<file path="config.mk">
export PLATFORM = sky130hd
export DESIGN_NAME = serial_add_scheduler_flat
export DESIGN_NICKNAME = d
export VERILOG_FILES = /design/src/rtl/serial_add_scheduler_if.sv /design/src/rtl/serial_add_scheduler.sv /design/src/flat_wrapper.sv
export SDC_FILE = /design/constraint.sdc
export NUM_CORES = 1
export LEC_CHECK = 0
export BUFFER_PORTS_ARGS = -buffer_cell sky130_fd_sc_hd__buf_4
export CAP_MARGIN = 20
export CORE_MARGIN = 3
export CORE_UTILIZATION = 27
export DETAILED_ROUTE_END_ITERATION = 8
export PLACE_DENSITY = 0.48
export SYNTH_ARGS = -nofsm -noshare
export SYNTH_HDL_FRONTEND = slang
export SYNTH_SLANG_ARGS = --single-unit
</file>
<file path="constraint.sdc">
create_clock -name clock -period 1.45 [get_ports clock]
set_input_delay 0.29 -clock clock [delete_from_list [all_inputs] [get_ports clock]]
set_output_delay 0.29 -clock clock [all_outputs]
set_load 0.005 [all_outputs]
</file>
<file path="src/rtl/serial_add_scheduler_if.sv">
// Handshake bundle for the shared serial adder: two job request ports,
// the bit-serial full-adder lane, and the result response port.
interface serial_add_scheduler_if #(
  parameter int WIDTH = 8
);
  logic             req0_valid;
  logic             req0_ready;
  logic [WIDTH-1:0] req0_a;
  logic [WIDTH-1:0] req0_b;
  logic             req0_cin;

  logic             req1_valid;
  logic             req1_ready;
  logic [WIDTH-1:0] req1_a;
  logic [WIDTH-1:0] req1_b;
  logic             req1_cin;

  logic             fa_a;
  logic             fa_b;
  logic             fa_cin;
  logic             fa_sum;
  logic             fa_cout;

  logic             rsp_valid;
  logic             rsp_ready;
  logic             rsp_id;
  logic [WIDTH-1:0] rsp_sum;
  logic             rsp_cout;

  // Scheduler side
  modport master (
    input  req0_valid, req0_a, req0_b, req0_cin,
    output req0_ready,
    input  req1_valid, req1_a, req1_b, req1_cin,
    output req1_ready,
    output fa_a, fa_b, fa_cin,
    input  fa_sum, fa_cout,
    output rsp_valid, rsp_id, rsp_sum, rsp_cout,
    input  rsp_ready
  );

  // Requesters, adder and result consumer
  modport slave (
    output req0_valid, req0_a, req0_b, req0_cin,
    input  req0_ready,
    output req1_valid, req1_a, req1_b, req1_cin,
    input  req1_ready,
    input  fa_a, fa_b, fa_cin,
    output fa_sum, fa_cout,
    input  rsp_valid, rsp_id, rsp_sum, rsp_cout,
    output rsp_ready
  );
endinterface

</file>
<file path="src/rtl/serial_add_scheduler.sv">
// Round-robin scheduler that time-shares one external 1-bit full adder between
// two requesters, running each WIDTH-bit add LSB first and returning sum/carry.
module serial_add_scheduler #(
  parameter int WIDTH = 8
) (
  input  logic                           clock,
  input  logic                           reset,
  serial_add_scheduler_if.master         bus
);

  localparam int               IDX_W    = (WIDTH > 1) ? $clog2(WIDTH) : 1;
  localparam logic [IDX_W-1:0] LAST_IDX = IDX_W'(WIDTH - 1);

  typedef enum logic [1:0] {
    IDLE = 2'd0,
    ADD  = 2'd1,
    RESP = 2'd2
  } state_t;

  state_t           state;
  logic [IDX_W-1:0] idx;
  logic [WIDTH-1:0] a_reg;
  logic [WIDTH-1:0] b_reg;
  logic [WIDTH-1:0] sum_reg;
  logic             carry_reg;
  logic             id_reg;
  logic             last_id;
  logic             grant0;
  logic             grant1;
  logic             in_add;
  logic             in_resp;

  // last_id==1 means requester 1 was served last, so requester 0 wins a tie
  always_comb begin
    grant0 = 1'b0;
    grant1 = 1'b0;
    if (reset && (state == IDLE)) begin
      if (bus.req0_valid && bus.req1_valid) begin
        grant0 = last_id;
        grant1 = ~last_id;
      end else begin
        grant0 = bus.req0_valid;
        grant1 = bus.req1_valid;
      end
    end
  end

  assign in_add  = (state == ADD);
  assign in_resp = (state == RESP);

  assign bus.req0_ready = grant0;
  assign bus.req1_ready = grant1;

  assign bus.fa_a   = in_add & a_reg[idx];
  assign bus.fa_b   = in_add & b_reg[idx];
  assign bus.fa_cin = in_add & carry_reg;

  assign bus.rsp_valid = in_resp;
  assign bus.rsp_id    = in_resp & id_reg;
  assign bus.rsp_sum   = in_resp ? sum_reg : '0;
  assign bus.rsp_cout  = in_resp & carry_reg;

  always_ff @(posedge clock) begin
    if (!reset) begin
      state     <= IDLE;
      idx       <= '0;
      a_reg     <= '0;
      b_reg     <= '0;
      sum_reg   <= '0;
      carry_reg <= 1'b0;
      id_reg    <= 1'b0;
      last_id   <= 1'b1;
    end else begin
      case (state)
        IDLE: begin
          if (grant0 || grant1) begin
            a_reg     <= grant1 ? bus.req1_a   : bus.req0_a;
            b_reg     <= grant1 ? bus.req1_b   : bus.req0_b;
            carry_reg <= grant1 ? bus.req1_cin : bus.req0_cin;
            id_reg    <= grant1;
            idx       <= '0;
            state     <= ADD;
          end
        end
        ADD: begin
          // The adder is combinational, so its outputs for bit idx are valid now
          sum_reg[idx] <= bus.fa_sum;
          carry_reg    <= bus.fa_cout;
          if (idx == LAST_IDX) begin
            idx   <= '0;
            state <= RESP;
          end else begin
            idx <= idx + IDX_W'(1);
          end
        end
        RESP: begin
          if (bus.rsp_ready) begin
            last_id <= id_reg;
            state   <= IDLE;
          end
        end
        default: state <= IDLE;
      endcase
    end
  end

endmodule

</file>
<file path="src/flat_wrapper.sv">
// flat-port wrapper written by rule: the top's interface ports become plain ports
module serial_add_scheduler_flat 
#(
  parameter int WIDTH = 8
)
  (clock, reset, bus_req0_valid, bus_req0_a, bus_req0_b, bus_req0_cin, bus_req0_ready, bus_req1_valid, bus_req1_a, bus_req1_b, bus_req1_cin, bus_req1_ready, bus_fa_a, bus_fa_b, bus_fa_cin, bus_fa_sum, bus_fa_cout, bus_rsp_valid, bus_rsp_id, bus_rsp_sum, bus_rsp_cout, bus_rsp_ready);
  serial_add_scheduler_if #(.WIDTH(WIDTH)) bus_i ();
  input  logic clock;
  input  logic reset;
  input wire logic [$bits(bus_i.req0_valid)-1:0] bus_req0_valid;
  input wire logic [$bits(bus_i.req0_a)-1:0] bus_req0_a;
  input wire logic [$bits(bus_i.req0_b)-1:0] bus_req0_b;
  input wire logic [$bits(bus_i.req0_cin)-1:0] bus_req0_cin;
  output wire logic [$bits(bus_i.req0_ready)-1:0] bus_req0_ready;
  input wire logic [$bits(bus_i.req1_valid)-1:0] bus_req1_valid;
  input wire logic [$bits(bus_i.req1_a)-1:0] bus_req1_a;
  input wire logic [$bits(bus_i.req1_b)-1:0] bus_req1_b;
  input wire logic [$bits(bus_i.req1_cin)-1:0] bus_req1_cin;
  output wire logic [$bits(bus_i.req1_ready)-1:0] bus_req1_ready;
  output wire logic [$bits(bus_i.fa_a)-1:0] bus_fa_a;
  output wire logic [$bits(bus_i.fa_b)-1:0] bus_fa_b;
  output wire logic [$bits(bus_i.fa_cin)-1:0] bus_fa_cin;
  input wire logic [$bits(bus_i.fa_sum)-1:0] bus_fa_sum;
  input wire logic [$bits(bus_i.fa_cout)-1:0] bus_fa_cout;
  output wire logic [$bits(bus_i.rsp_valid)-1:0] bus_rsp_valid;
  output wire logic [$bits(bus_i.rsp_id)-1:0] bus_rsp_id;
  output wire logic [$bits(bus_i.rsp_sum)-1:0] bus_rsp_sum;
  output wire logic [$bits(bus_i.rsp_cout)-1:0] bus_rsp_cout;
  input wire logic [$bits(bus_i.rsp_ready)-1:0] bus_rsp_ready;
  assign bus_i.req0_valid = bus_req0_valid;
  assign bus_i.req0_a = bus_req0_a;
  assign bus_i.req0_b = bus_req0_b;
  assign bus_i.req0_cin = bus_req0_cin;
  assign bus_req0_ready = bus_i.req0_ready;
  assign bus_i.req1_valid = bus_req1_valid;
  assign bus_i.req1_a = bus_req1_a;
  assign bus_i.req1_b = bus_req1_b;
  assign bus_i.req1_cin = bus_req1_cin;
  assign bus_req1_ready = bus_i.req1_ready;
  assign bus_fa_a = bus_i.fa_a;
  assign bus_fa_b = bus_i.fa_b;
  assign bus_fa_cin = bus_i.fa_cin;
  assign bus_i.fa_sum = bus_fa_sum;
  assign bus_i.fa_cout = bus_fa_cout;
  assign bus_rsp_valid = bus_i.rsp_valid;
  assign bus_rsp_id = bus_i.rsp_id;
  assign bus_rsp_sum = bus_i.rsp_sum;
  assign bus_rsp_cout = bus_i.rsp_cout;
  assign bus_i.rsp_ready = bus_rsp_ready;
  serial_add_scheduler #(.WIDTH(WIDTH)) u_core (.clock(clock), .reset(reset), .bus(bus_i));
endmodule
</file>
# Word-level counts from Yosys, hierarchy flattened
# Cells that the tools add are included.
[word_totals] regBits=32 in_bits=41 out_inout_bits=16 word_cells=57
[classes] addsub=1 n_lt_le_gt_ge=2 eq_ne=6 n_mux=24 n_bitwise=6 reduce_logical=10
[ops] cell="8-bit 2-to-1 mux" n=3
[ops] cell="1-bit 2-to-1 mux" n=9
[ops] cell="8-bit bitwise mux" n=1
[ops] cell="1-bit binary-select mux with 3-bit select" n=2
[ops] cell="2-bit 2-to-1 mux" n=3
[ops] cell="3-bit 2-to-1 mux" n=2
[ops] cell="2-bit inequality test, second input constant" n=3
[ops] cell="2-bit case mux with 3 select lines" n=1
[ops] cell="3-bit case mux with 2 select lines" n=1
[ops] cell="2-bit AND reduction" n=3
[ops] cell="1-bit bitwise AND" n=5
[ops] cell="3-bit by 4-bit less-than comparator with 1-bit output, second input constant" n=1
[ops] cell="3-bit by 1-bit adder with 3-bit output, second input constant" n=1
[ops] cell="1-bit demux with 3-bit select" n=1
[ops] cell="3-bit equality test, second input constant" n=1
[ops] cell="3-bit by 1-bit greater-or-equal comparator with 1-bit output, second input constant" n=1
[ops] cell="1-bit logical AND" n=3
[ops] cell="3-bit AND reduction" n=1
[ops] cell="2-bit by 1-bit equality test with 1-bit output, second input constant" n=1
[ops] cell="2-bit equality test, second input constant" n=1
[ops] cell="2-bit zero test" n=1
[ops] cell="1-bit case mux with 2 select lines" n=1
[ops] cell="2-bit nonzero test" n=1
[ops] cell="1-bit logical OR" n=1
[ops] cell="1-bit NOT" n=1

# Longest topological paths before layout
[depth] ltp_word=6 mapped_depth=6

# Worst setup path after synthesis
# No wires, ideal clock.
[synth_timing] kind="reg-to-output" start="reg u_core.idx[1]" end="out bus_fa_a" arrival_time_ps=1182 path_slack_ps=-22 stages_incl_launch_ff=6 path_buffers=2 cell_sequence="dfxtp_1 > buf_2 > buf_1 > mux2i_1 > nand2_1 > a21oi_1"
[synth_between] elab_chain_cells=3
[synth_rtl] item="start, declared" line_no="serial_add_scheduler.sv:21" text="logic [IDX_W-1:0] idx;"
[synth_rtl] item="start signal, assigned" line_no="serial_add_scheduler.sv:93" text="idx <= idx + IDX_W'(1);"
[synth_rtl] item="1-bit binary-select mux with 3-bit select" line_no="serial_add_scheduler.sv:54" text="assign bus.fa_a = in_add & a_reg[idx];"
[synth_rtl] item="1-bit 2-to-1 mux (not written as such)" line_no="serial_add_scheduler.sv:54"
[synth_rtl] item="1-bit bitwise AND" line_no="serial_add_scheduler.sv:54"
[synth_rtl] item="end, declared" line_no="flat_wrapper.sv:20" text="output wire logic [$bits(bus_i.fa_a)-1:0] bus_fa_a;"
# No other way between the ends. The select of a mux whose other input is x is not followed.

# Worst setup path after layout
[layout_timing] start="reg u_core.idx[2]" end="out bus_fa_b"
[layout_between] elab_chain_cells=3
[layout_rtl] item="1-bit binary-select mux with 3-bit select" line_no="serial_add_scheduler.sv:55" text="assign bus.fa_b = in_add & b_reg[idx];"
[layout_rtl] item="1-bit 2-to-1 mux (not written as such)" line_no="serial_add_scheduler.sv:55"
[layout_rtl] item="1-bit bitwise AND" line_no="serial_add_scheduler.sv:55"
[layout_rtl] item="end, declared" line_no="flat_wrapper.sv:21" text="output wire logic [$bits(bus_i.fa_b)-1:0] bus_fa_b;"
# No other way between the ends. The select of a mux whose other input is x is not followed.

==> results.sh <==
export IMPL_status="finished, violations left"
export IMPL_violations="setup timing"
export IMPL_place_ws_ps=-180.3
export IMPL_cts_sinks=32
export IMPL_crit_fanout=6
export IMPL_period_share=1.172
export IMPL_regArea_um2=656.9
export IMPL_hold_ws_ps=239.4
export IMPL_cts_made_buffers=5
export IMPL_crit_family="flip-flops"
export IMPL_r2r_start="u_core.idx[2]"
export IMPL_cts_hold_buf=0
export IMPL_dr_total_vias=1686
export IMPL_finalCriticalPeriod_ps=1699
export IMPL_power_total_w=0.002309
export IMPL_clock_path_buffers=2
export IMPL_worstHoldPathType="in2reg"
export IMPL_n_antenna_cell=0
export IMPL_synth_fp_nets=240
export IMPL_rows=28
export IMPL_grt_max_degree=34
export IMPL_cp_arrival_ps=1410
export IMPL_powerDensity_mw_per_mm2=820.1
export IMPL_fin_skew_ps=7.611
export IMPL_slew_headroom=0.7935
export IMPL_clk_transition_reported_paths_ps=70
export IMPL_cpPeakStageDelay_ps=380
export IMPL_place_gp_congestion=0.7075
export IMPL_firstDrtPassIters=4
export IMPL_path_cells="buf_6 > mux2i_1 > o21ai_1 > nand2_1 > a31oi_1 > buf_4"
export IMPL_clk_latency_ps=280
export IMPL_r2r_end="u_core.sum_reg[7]"
export IMPL_h_tree_depth=2
export IMPL_root_buffer="clkbuf_8"
export IMPL_grt_pass1_wl_um=7734
export IMPL_place_detailed_hpwl_um=3188
export IMPL_start_util=0.2888
export IMPL_hold_viol=0
export IMPL_synth_seq_cells=32
export IMPL_cpMaxStageDelayCell="dfxtp_4"
export IMPL_final_nets=311
export IMPL_multi_input_area_mm2=0.001176
export IMPL_fin_cells=344
export IMPL_worst_slew_pin_slew_ps=306.9
export IMPL_fin_ws_ps=-249.3
export IMPL_core_region_area_mm2=0.006166
export IMPL_r2r_slack_ps=20
export IMPL_worst_setup_path_end_kind="output pin"
export IMPL_grt_pass1_vias=1600
export IMPL_p_leak_nw=1.158
export IMPL_placedCellCount=323
export IMPL_wl_um=5136
export IMPL_cp_required_ps=1160
export IMPL_yosys_warnings=0
export IMPL_setup_viol=14
export IMPL_hold_end="u_core.a_reg[3]"
export IMPL_min_delay_start="bus_req1_a[3]"
export IMPL_reg2reg_depth=6
export IMPL_antenna_found_initial=0
export IMPL_crit_type="reg2out"
export IMPL_maxCapViolCount=0
export IMPL_dieArea_mm2=0.007605
export IMPL_synth_distinct_cells=40
export IMPL_cts_tree="yes"
export IMPL_io_pins=57
export IMPL_io_buffer_count=56
export IMPL_synth_area_per_cell_um2=9.038
export IMPL_via_per_inst=4.901
export IMPL_fill_cells=612
export IMPL_fp_dieW_um=87.21
export IMPL_drv_slew=0
export IMPL_drive_gt1_frac=0.5019
export IMPL_synth_seq_area_share=0.3598
export IMPL_die_height_um=87.21
export IMPL_fmaxAchievable_mhz=588.5
export IMPL_peakVddDrop_mv=0.4385
export IMPL_syn_area_mm2=0.001780
export IMPL_grt_usage=0.1276
export IMPL_utilization=0.4566
export IMPL_synth_cells=197
export IMPL_cp_num_buf_inv=2
export IMPL_rsz0062_at_grt="yes"
export IMPL_drt_iter0_markers=75
export IMPL_gr_total_overflow=0
export IMPL_wl_per_cell_um=14.93
export IMPL_area_growth_pct=58.12
export IMPL_min_path_cells=3
export IMPL_ant_nets=0
export IMPL_drc_errors=0
export IMPL_critPathLaunchType="flop"
==> worst min-delay path, stage by stage <==
cell,delay [ps]
buf_4,80
a221oi_2,40
nor2_1,70
==> worst max path at each step <==
| stage | start | end | slack, ps | cells after the start |
|---|---|---|---|---|
| global route | u_core.idx[2] | bus_fa_b | -330 | 6 |
| global placement | u_core.idx[2] | bus_fa_b | -70 | 5 |
| detailed placement | u_core.idx[2] | bus_fa_b | -180 | 5 |
| CTS | u_core.idx[2] | bus_fa_b | -220 | 5 |
| finish | u_core.idx[2] | bus_fa_b | -250 | 6 |
| floorplan | u_core.idx[2] | bus_fa_b | 3 | 6 |
==> layout make-up <==
class | instances | area share
well taps | 75 | 0.03333
flip-flops and latches | 32 | 0.2333
clock buffers | 6 | 0.02578
inverters | 3 | 0.004000
repair buffers | 81 | 0.2733
multi-input cells | 145 | 0.4178
clock inverters | 2 | 0.01244
==> placed cells by master (no fill, tap or decap), drive strengths merged, types with 2 or more instances in the layout <==
| cell type | n |
|---|---|
| buf | 78 |
| nand2b | 2 |
| inv | 3 |
| ha | 2 |
| nand3 | 9 |
| a21boi | 4 |
| nor3 | 2 |
| nor2b | 12 |
| dfxtp | 32 |
| nand2 | 13 |
| nor4 | 2 |
| a21oi | 3 |
| mux2i | 13 |
| a31oi | 2 |
| clkbuf | 9 |
| nand3b | 3 |
| a221oi | 16 |
| and2 | 12 |
| nand4b | 2 |
| nor2 | 17 |
| o21ai | 21 |
| and3 | 2 |
==> synthesized netlist by cell type <==
library cell,number,share of area
a21boi_0,2,0.0084
a21boi_1,1,0.0042
a21boi_4,1,0.011
a21oi_1,3,0.0084
a221oi_1,5,0.025
a221oi_2,11,0.093
a22oi_1,1,0.0042
a31oi_1,2,0.0070
and2_1,12,0.042
and3_1,2,0.0070
buf_1,2,0.0042
buf_2,5,0.014
buf_4,1,0.0042
buf_6,3,0.019
clkbuf_1,6,0.013
dfxtp_1,32,0.36
ha_1,2,0.014
inv_1,3,0.0063
mux2_2,1,0.0063
mux2i_1,13,0.073
nand2_1,12,0.025
nand2_4,1,0.0063
nand2b_1,2,0.0070
nand3_1,9,0.025
nand3b_1,3,0.013
nand4_1,1,0.0035
nand4b_1,2,0.0098
nor2_1,17,0.036
nor2b_1,12,0.042
nor3_1,2,0.0056
nor3b_4,1,0.011
nor4_1,1,0.0035
nor4_2,1,0.0070
nor4b_2,1,0.0084
o21a_2,1,0.0049
o21ai_0,11,0.031
o21ai_1,9,0.025
o21ai_2,1,0.0049
o31ai_1,1,0.0042
or3_1,1,0.0035
==> cells by family (layout without fill, tap and decap cells) <==
kind of cell | after synthesis | in the layout | synth area share
AOI/OAI and AO/OA | 49 | 49 | 0.2305
adders and majority gates | 2 | 2 | 0.01405
buffers and inverters | 20 | 92 | 0.06043
DFF | 32 | 32 | 0.3598
muxes | 14 | 14 | 0.07941
and+or+nand+nor | 80 | 80 | 0.2558
==> power breakdown <==
| group | internal [W] | switching (W) | leakage [nW] | total [W] |
|---|---|---|---|---|
| Clock | 0.000510 | 0.000328 | 0.0552 | 0.000838 |
| Sequential | 0.000933 | 0.0000454 | 0.265 | 0.000979 |
| Combinational | 0.000258 | 0.000234 | 0.837 | 0.000492 |
==> repair_timing <==
action	4_1_cts	5_1_grt
hold endpoints to repair	0	0
resized for setup	38	28
gates cloned	1	4
endpoints found under the setup margin	21	31
setup buffers	2	7
pin swaps	11	15
==> through the flow <==
stage	area [um2]	TNS (ps)
CTS	2555	-928.8
global placement	2313	-223.8
global route	2815	-2025
finish	2815	-924.5
detailed placement	2313	-574.1
floorplan	1782	0
==> layer usage <==
metal / share of wire / up-vias / track usage
met4: 0.015 / 0 / 0.04184
met5: 0 / - / 0
met2: 0.45 / 37 / 0.1925
met1: 0.48 / 791 / 0.1760
met3: 0.052 / 8 / 0.03406
li1: - / 850 / -
Note: power is estimated with default switching activity, not from simulation.
